[src/rtl/external_bus_controller_pkg.sv]
// external_bus_controller_pkg: shared state encoding and constants for the external bus controller.
package external_bus_controller_pkg;
    typedef enum logic [1:0] {BUS_IDLE, BUS_REQ, BUS_DONE} bus_state_t;
    localparam logic [7:0] BUS_ERR_DATA = 8'hEA;
endpackage

[src/rtl/external_bus_controller_watchdog.sv]
// bus_watchdog: counts REQ cycles and flags the last cycle a transaction may wait for mem_ack.
module bus_watchdog #(
    parameter int TIMEOUT_CYC = 15
) (
    input  logic clk,
    input  logic nrst,
    input  logic i_clear,
    input  logic i_enable,
    output logic o_expire
);
    logic [7:0] r_count;

    always_ff @(posedge clk or negedge nrst) begin
        if (!nrst) r_count <= 8'd0;
        else if (i_clear) r_count <= 8'd0;
        else if (i_enable) r_count <= r_count + 8'd1;
    end

    assign o_expire = i_enable && (r_count == 8'(TIMEOUT_CYC - 1));
endmodule

[src/rtl/external_bus_controller.sv]
// external_bus_controller: turns CPU bus cycles into req/ack memory transactions, stalling the CPU until done.
module external_bus_controller
    import external_bus_controller_pkg::*;
#(
    parameter int         TIMEOUT_CYC = 15,
    parameter logic [7:0] ERR_DATA    = BUS_ERR_DATA
) (
    input  logic        clk,
    input  logic        nrst,
    input  logic        cpu_access,
    input  logic        cpu_write,
    input  logic [7:0]  cpu_addr_low,
    input  logic [7:0]  cpu_addr_high,
    input  logic [7:0]  cpu_data_out,
    output logic [7:0]  cpu_data_in,
    output logic        cpu_ready,
    output logic        mem_req,
    output logic        mem_we,
    output logic [15:0] mem_addr,
    output logic [7:0]  mem_wdata,
    input  logic        mem_ack,
    input  logic [7:0]  mem_rdata,
    output logic        bus_timeout,
    input  logic        timeout_clear
);
    bus_state_t r_state;
    logic       w_wd_clear;
    logic       w_wd_en;
    logic       w_wd_expire;

    assign w_wd_clear = (r_state == BUS_IDLE) && cpu_access;
    assign w_wd_en    = (r_state == BUS_REQ);
    assign cpu_ready  = ((r_state == BUS_IDLE) && !cpu_access) || (r_state == BUS_DONE);

    bus_watchdog #(.TIMEOUT_CYC(TIMEOUT_CYC)) u_wd (
        .clk      (clk),
        .nrst     (nrst),
        .i_clear  (w_wd_clear),
        .i_enable (w_wd_en),
        .o_expire (w_wd_expire)
    );

    // Clear is applied before the REQ branch so a coincident timeout leaves the flag set.
    always_ff @(posedge clk or negedge nrst) begin
        if (!nrst) begin
            r_state     <= BUS_IDLE;
            cpu_data_in <= 8'h00;
            mem_req     <= 1'b0;
            mem_we      <= 1'b0;
            mem_addr    <= 16'h0000;
            mem_wdata   <= 8'h00;
            bus_timeout <= 1'b0;
        end else begin
            if (timeout_clear) bus_timeout <= 1'b0;
            case (r_state)
                BUS_IDLE: if (cpu_access) begin
                    mem_addr  <= {cpu_addr_high, cpu_addr_low};
                    mem_wdata <= cpu_data_out;
                    mem_we    <= cpu_write;
                    mem_req   <= 1'b1;
                    r_state   <= BUS_REQ;
                end
                BUS_REQ: if (mem_ack) begin
                    if (!mem_we) cpu_data_in <= mem_rdata;
                    mem_req <= 1'b0;
                    r_state <= BUS_DONE;
                end else if (w_wd_expire) begin
                    if (!mem_we) cpu_data_in <= ERR_DATA;
                    bus_timeout <= 1'b1;
                    mem_req     <= 1'b0;
                    r_state     <= BUS_DONE;
                end
                BUS_DONE: r_state <= BUS_IDLE;
                default:  r_state <= BUS_IDLE;
            endcase
        end
    end
endmodule

[config.mk]
export PLATFORM = sky130hd
export DESIGN_NAME = external_bus_controller
export DESIGN_NICKNAME = d
export VERILOG_FILES = /design/src/rtl/external_bus_controller_pkg.sv /design/src/rtl/external_bus_controller_watchdog.sv /design/src/rtl/external_bus_controller.sv
export SDC_FILE = /design/constraint.sdc
export NUM_CORES = 1
export LEC_CHECK = 0
export ABC_CLOCK_PERIOD_IN_PS = 4180
export CORE_ASPECT_RATIO = 1.1
export CORE_MARGIN = 5
export CORE_UTILIZATION = 49
export CTS_BUF_LIST = sky130_fd_sc_hd__clkbuf_4 sky130_fd_sc_hd__clkbuf_8
export CTS_CLUSTER_DIAMETER = 60
export DETAILED_ROUTE_END_ITERATION = 16
export PLACE_DENSITY = 0.88
export SYNTH_ARGS = -nofsm -noshare
export SYNTH_HDL_FRONTEND = slang
export SYNTH_SLANG_ARGS = --single-unit
[constraint.sdc]
create_clock -name clk -period 4.18 [get_ports clk]
set_input_delay 1.045 -clock clk [delete_from_list [all_inputs] [get_ports clk]]
set_output_delay 1.045 -clock clk [all_outputs]
set_load 0.03 [all_outputs]
==> results.md, run 1 <==
- Critical Path Source: cpu_access
- Vias in the first global route: ~1600
- Largest cells by area after synthesis: dfrtp_1 (58%), nand2_1 (16%), buf_6 (2.3%)
- Syn_area_per_cell: about 10 µm²
- Cts bufs inserted: 5
- Unique masters post-synth: 36
- Met2 routed WL: 2.07 mm
- Global-route wire length before repair: 7.06 mm
- Commonest non-fill, non-tap cell in the layout: nand2_1
- Syn nets: approximately 230
- DR top layer: met4
- Dpl cells: between 300 and 400
- Fmax achieved: 299 MHz
- GR Overflow Total: 0
- IO buf count: 73
- P&R area growth vs syn: 41.2%
- Max stage delay on crit path: roughly 0.68 ns
- Max Slew Vio Count: 0
- Status: completed
- Commonest non-fill, non-tap cells in the layout: nand2_1 (84), clkdlybuf4s50_1 (72), dfrtp_1 (45), nor2_1 (8)
- DR WL/cell: about 13 µm
- Power Total: between 1.5 and 2 mW
- Largest net degree at the start of global routing: 46
- CP Launch Type: input port
- DR DRC count: 0
- Initial antenna violation count: 0
- Tmin final: between 3 and 4 ns
- Met3 WL: around 300 µm
- Rows: 24
- RSZ-0062 raised after global routing: false
- Predominant post-synthesis flop cell: dfrtp_1
- Final Non-Filler Cells: approximately 320
- Post-DRT Antenna Nets: 0
- DIE AREA: around 0.0053 mm²
- Initial drt markers: ~100
- Crit path max fanout: 4
- Hold buffer count at cts: 0
- CTS tree: yes
- Fin util: between 70% and 80%
- Layout cell share with drive strength beyond 1: 7.17%
- P per Cell Area: about 660 mW/mm²
- Overall Global Routing Usage: 16.7%
- Initial Util: 49.9%
- Worst-Skew Late Latency: about 0.28 ns
- Die width: roughly 70 µm
- Pleak: between 1 and 1.5 nW
- Final setup fails: 0
- R2r startpoint: r_state[1]$_DFFE_PN0P_
- CP endpoint: cpu_ready
- Sum of negative setup slack: 0 ns
- Synth area leader: dfrtp_1
- Post-synth ARST share: 100%
- NumNets Final: 306
- Post-Route WL: between 4 and 5 mm
- Reg2Reg Setup Slack: approximately 2.2 ns
- Crit path buf inv count: 2
- Relative slew slack: 30.4%
- Most frequent CP cell: clkdlybuf4s50_1
- Vias post-DR: about 1500
- # Post-CTS Setup Buffers: 0
- Share of the synthesized area in the top cell type: between 50% and 60%
- Worst r2r path cells: 3
- Gpl congestion: 0.846
- Die height: between 70 and 80 µm
- Clk sink count: 45
- Max-cap violation count: 0
- Final hold vios: 0
- Final period util: about 80%
- CP Capture Type: output port
- CP cell instances: clkdlybuf4s50_1 -> a21oi_1 -> clkdlybuf4s50_1
- Multi-input gate area: roughly 730 µm²
- FF+latch count, synth: 45
- Worst-margin pin slew: 1.04 ns
- # diodes: 0
- Routed met1 length: between 1.5 and 2 mm
- Syn Inst Count: approximately 190
- Clk pin slew, worst setup/hold paths: 0.07 ns
- Worst Setup Path Type: in2out
- Register area share after synthesis: between 50 and 60%
- Critical path arrival: around 2.3 ns
- Drt pass-1 iters: 4
- Peak supply drop: 0.332 mV
- Post-synth EDFFs: 0
- Worst reg2reg path endpoint: u_wd.r_count[5]$_DFFE_PN0P_
- Final setup skew: 0.00142 ns
- CP Depth: 3
- Core Region: around 0.0039 mm²
- Fill count: 297
- Critical Path Slowest Stage Cell: clkdlybuf4s50_1
- Crit path required time: approximately 3.1 ns
- Crit path max-delay family: buffers and inverters
- Mapped cell area: ~0.0019 mm²
- I/O pins: 74
- Hpwl dp: between 3 and 4 mm
- Min-Delay Path Class: reg2reg
- Resized Gates After CTS: 0
- Reg area: ~0.0011 mm²
- Root buf cell: clkbuf_8
- CTS Buffer Depth: 2
- H-Tree Level Count: 2
- Number of synthesis warnings: 0
- Vias per cell: just under 5
-- final cells by class --
class / instances / area share (%)
sequential: 45 / 41.0
timing repair buffer: 75 / 26.9
multi-input combinational: 136 / 26.6
clock buffer: 5 / 2.50
tap: 52 / 2.37
inverter: 3 / 0.410
clock inverter: 1 / 0.182
-- synth_stat cells, drive strengths merged, types with 2 or more instances --
cell / count
nor2: 8
mux2i: 3
a31o: 4
and2: 3
ha: 2
inv: 3
nor3b: 3
nand4: 2
nand2: 84
dfrtp: 45
buf: 9
o21ai: 4
a2bb2oi: 5
nand3: 3
-- power by group --
group	internal [mW]	leakage [nW]	switching, mW	total [mW]
logic	0.375	0.675	0.511	0.886
clock network	0.110	0.0399	0.127	0.237
registers	0.593	0.560	0.102	0.696
total	1.08	1.27	0.741	1.82
-- per-layer routing --
layer	vias up	global-route usage [%]
li1	774	-
met1	703	18.2
met2	47	28.2
met3	4	6.46
met4	0	7.85
met5	-	0
-- through the flow --
stage | hold WS [ns] | cell area (µm²) | setup WS [ns]
after floorplan | 0.449 | 1950 | 1.61
after global placement | 0.457 | 2680 | 0.834
after detailed placement | 0.462 | 2680 | 0.826
after CTS | 0.481 | 2750 | 0.826
after global routing | 0.493 | 2750 | 0.776
final | 0.478 | 2750 | 0.833
-- registers in the layout, summed over array words and instances (netlist names) --
| register | flops |
|---|---|
| r_state | 2 |
| bus_timeout | 1 |
| mem_wdata | 8 |
| cpu_data_in | 8 |
| mem_req | 1 |
| mem_addr | 16 |
| u_wd.r_count | 8 |
| mem_we | 1 |
-- cells by family (layout without fill, tap and decap cells) --
group	after synthesis	after routing	synth area share (%)
AOI/OAI and AO/OA	20	20	7.91
adders and majority gates	2	2	1.29
buffers and inverters	12	84	4.56
DFF	45	45	57.8
muxes	4	4	2.12
and+or+nand+nor	110	110	26.3
-- worst min-delay path by stage --
| stage | from | to | slack (ns) | cells past startpoint |
|---|---|---|---|---|
| after floorplan | u_wd.r_count[7]$_DFFE_PN0P_ | u_wd.r_count[7]$_DFFE_PN0P_ | 0.45 | 1 |
| after global placement | mem_addr[10]$_DFFE_PN0P_ | mem_addr[10]$_DFFE_PN0P_ | 0.46 | 2 |
| after detailed placement | mem_wdata[2]$_DFFE_PN0P_ | mem_wdata[2]$_DFFE_PN0P_ | 0.46 | 2 |
| after CTS | mem_wdata[2]$_DFFE_PN0P_ | mem_wdata[2]$_DFFE_PN0P_ | 0.48 | 2 |
| after global routing | mem_wdata[6]$_DFFE_PN0P_ | mem_wdata[6]$_DFFE_PN0P_ | 0.49 | 2 |
| final | mem_wdata[2]$_DFFE_PN0P_ | mem_wdata[2]$_DFFE_PN0P_ | 0.48 | 2 |
-- tightest hold or removal path, stage by stage, from the launching register on --
cell,delay [ns]
dfrtp_1,0.35
nand2_1,0.05
nand2_1,0.05
Power figures use the tool's default switching activity.
==> inputs of run 2 (changes only) <==
ABC_CLOCK_PERIOD_IN_PS = 3350   (was 4180)
CORE_UTILIZATION = 45   (was 49)
PLACE_DENSITY = 0.82   (was 0.88)
clock period = 3.35 ns   (was 4.18 ns; I/O delays follow)
==> run 2 against run 1 <==
- final area increased by 1.2%
- highest routed layer unchanged
- critical path depth unchanged
- cell count increased by 1.6%
- non-clock buffer count increased by 1
- register-to-register slack got worse by 0.64 ns
- largest cell class unchanged
- global-route usage decreased by 0.76 points
- via count increased by 5.4%
- largest power group unchanged
- clock skew increased by 0.0062 ns
- sequential share of layout area decreased by 0.48 points
==> results.md, run 2 (synthesis gave the netlist of run 1 again) <==
- # Post-CTS Setup Buffers: 0 (unchanged)
- Most frequent CP cell: clkdlybuf4s50_1 (unchanged)
- Overall Global Routing Usage: 15.9% (was 16.7%)
- Rows: 25 (was 24)
- Status: completed (unchanged)
- CTS tree: yes (unchanged)
- Root buf cell: clkbuf_8 (unchanged)
- Worst hold slack: 0.475 ns (was 0.478 ns)
- Tmin final: a little under 3 ns
- NumNets Final: 307 (was 306)
- Initial drt markers: 63 (was 101)
- R2r startpoint: r_state[1]$_DFFE_PN0P_ (unchanged)
- I/O pins: 74 (unchanged)
- CP Launch Type: input port (unchanged)
- Core Region: 0.00425 mm² (was 0.00390 mm²)
- Clk pin slew, worst setup/hold paths: 0.08 ns (was 0.07 ns)
- DIE AREA: 0.00574 mm² (was 0.00534 mm²)
- Commonest non-fill, non-tap cells in the layout: nand2_1 (84), clkdlybuf4s50_1 (72), dfrtp_1 (45), nor2_1 (8), clkbuf_8 (6) (was nand2_1 (84), clkdlybuf4s50_1 (72), dfrtp_1 (45), nor2_1 (8))
- CP cell instances: clkdlybuf4s50_1 -> a21oi_1 -> clkdlybuf4s50_1 (unchanged)
- Placed Area: 0.00269 mm² (was 0.00268 mm²)
- Crit path buf inv count: 2 (unchanged)
- Resized Gates After CTS: 0 (unchanged)
- Critical path arrival: 2.14 ns (was 2.30 ns)
- Crit path required time: 2.51 ns (was 3.13 ns)
- Post-Route WL: 4.26 mm (was 4.17 mm)
- Hold buffer count at cts: 0 (unchanged)
- Design area: 0.00278 mm² (was 0.00275 mm²)
- Peak supply drop: 0.471 mV (was 0.332 mV)
- Clk sink count: 45 (unchanged)
- Post-DRT Antenna Nets: 0 (unchanged)
- Crit path max fanout: 4 (unchanged)
- Worst reg2reg path endpoint: mem_wdata[4]$_DFFE_PN0P_ (was u_wd.r_count[5]$_DFFE_PN0P_)
- Commonest non-fill, non-tap cell in the layout: nand2_1 (unchanged)
- Worst-margin pin slew: 0.956 ns (was 1.04 ns)
- IO buf count: 73 (unchanged)
- P&R area growth vs syn: 42.9% (was 41.2%)
- Pleak: 1.29 nW (was 1.27 nW)
- Die width: 72.7 µm (was 70.1 µm)
- DR DRC count: 0 (unchanged)
- H-Tree Level Count: 2 (unchanged)
- Final hold vios: 0 (unchanged)
- Hold path cells: 2 (unchanged)
- Reg2Reg Setup Slack: 1.56 ns (was 2.20 ns)
- Die height: 79.0 µm (was 76.1 µm)
- Largest net degree at the start of global routing: 46 (unchanged)
- Max-cap violation count: 0 (unchanged)
- P per Cell Area: 836 mW/mm² (was 662 mW/mm²)
- Final setup skew: 0.00760 ns (was 0.00142 ns)
- RSZ-0062 raised after global routing: false (unchanged)
- Relative slew slack: 36.3% (was 30.4%)
- # diodes: 0 (unchanged)
- Power Total: 2.32 mW (was 1.82 mW)
- Sum of negative setup slack: 0 ns (unchanged)
- Gpl congestion: 0.870 (was 0.846)
- Final setup fails: 0 (unchanged)
- Vias post-DR: 1610 (was 1528)
- Max stage delay on crit path: 0.70 ns (was 0.68 ns)
- Worst-Skew Late Latency: 0.29 ns (was 0.28 ns)
- CP Capture Type: output port (unchanged)
- Layout cell share with drive strength beyond 1: 8.21% (was 7.17%)
- Max Slew Vio Count: 0 (unchanged)
- Fmax achieved: around 340 MHz
- Crit path max-delay family: buffers and inverters (unchanged)
- Vias in the first global route: 1597 (was 1589)
- CP Depth: 3 (unchanged)
- DR WL/cell: 13.2 µm (was 13.1 µm)
- Critical Path Slowest Stage Cell: clkdlybuf4s50_1 (unchanged)
- Final period util: 88.9%
- GR Overflow Total: 0 (unchanged)
- Worst Setup Path Type: in2out (unchanged)
- Cts bufs inserted: 5 (unchanged)
- Worst Hold End: mem_addr[14]$_DFFE_PN0P_ (was mem_wdata[2]$_DFFE_PN0P_)
- Largest Register: mem_addr (unchanged)
- Worst r2r path cells: 4 (was 3)
- Hold_sp: mem_addr[14]$_DFFE_PN0P_ (was mem_wdata[2]$_DFFE_PN0P_)
- Initial antenna violation count: 0 (unchanged)
- Global-route wire length before repair: 7.08 mm (was 7.06 mm)
- CTS Buffer Depth: 2 (unchanged)
- Vias per cell: 5.00 (was 4.82)
- Max reg flops: 16 (unchanged)
- Hpwl dp: 3.15 mm (was 3.04 mm)
- Min-Delay Path Class: reg2reg (unchanged)
- Drt pass-1 iters: 6 (was 4)
- Initial Util: 45.8% (was 49.9%)
==> run 2: cell count changes in the layout (fill, tap and decap cells not counted), sizes merged <==
cell and change:
clkbuf +1, buf +1, clkinv +1
==> run 2: how the worst max path moves through the flow <==
stage | slack, ns | endpoint | from
5_1_grt | 0.33 | cpu_ready | cpu_access
3_3_place_gp | 0.38 | cpu_ready | cpu_access
6_report | 0.37 | cpu_ready | cpu_access
4_1_cts | 0.37 | cpu_ready | cpu_access
3_5_place_dp | 0.36 | cpu_ready | cpu_access
2_1_floorplan | 1.20 | cpu_ready | cpu_access
==> run 2: report_power, final <==
part | total (mW) | leakage [nW] | internal, mW | switching (mW)
clock | 0.345 | 0.0512 | 0.167 | 0.178
sequential | 0.871 | 0.560 | 0.740 | 0.131
combinational | 1.11 | 0.679 | 0.471 | 0.637
total | 2.32 | 1.29 | 1.38 | 0.947
==> run 2: final cells by class <==
cell class	count	area (µm²)
Tap cell	54	67.6
Clock inverter	2	13.8
Multi-Input combinational cell	136	732
Inverter	3	11.3
Timing Repair Buffer	76	748
Fill cell	354	1470
Sequential cell	45	1130
Clock buffer	6	82.6
==> run 2: stage by stage <==
stage / setup WS (ns) / util (%) / cells
2_1_floorplan: 1.20 / - / 193
3_3_place_gp: 0.380 / 63.1 / 314
3_5_place_dp: 0.364 / 63.1 / 314
4_1_cts: 0.366 / 65.4 / 322
5_1_grt: 0.328 / 65.4 / 322
6_report: 0.372 / 65.4 / 322
==> run 2: metal layers <==
| metal | track usage (%) | vias to the layer above | part of all wire (%) |
|---|---|---|---|
| met3 | 4.18 | 7 | 8.9 |
| li1 | - | 783 | - |
| met2 | 28.0 | 66 | 48 |
| met4 | 5.54 | 0 | 1.6 |
| met1 | 18.4 | 754 | 42 |
| met5 | 0 | - | 0 |
==> run 2: worst register-to-register path: cells and delay by family (launching register included) <==
kind / cells / cell delay (ns)
flip-flops: 1 / 0.51
AND/OR/NAND/NOR: 3 / 0.85
buffers and inverters: 1 / 0.32
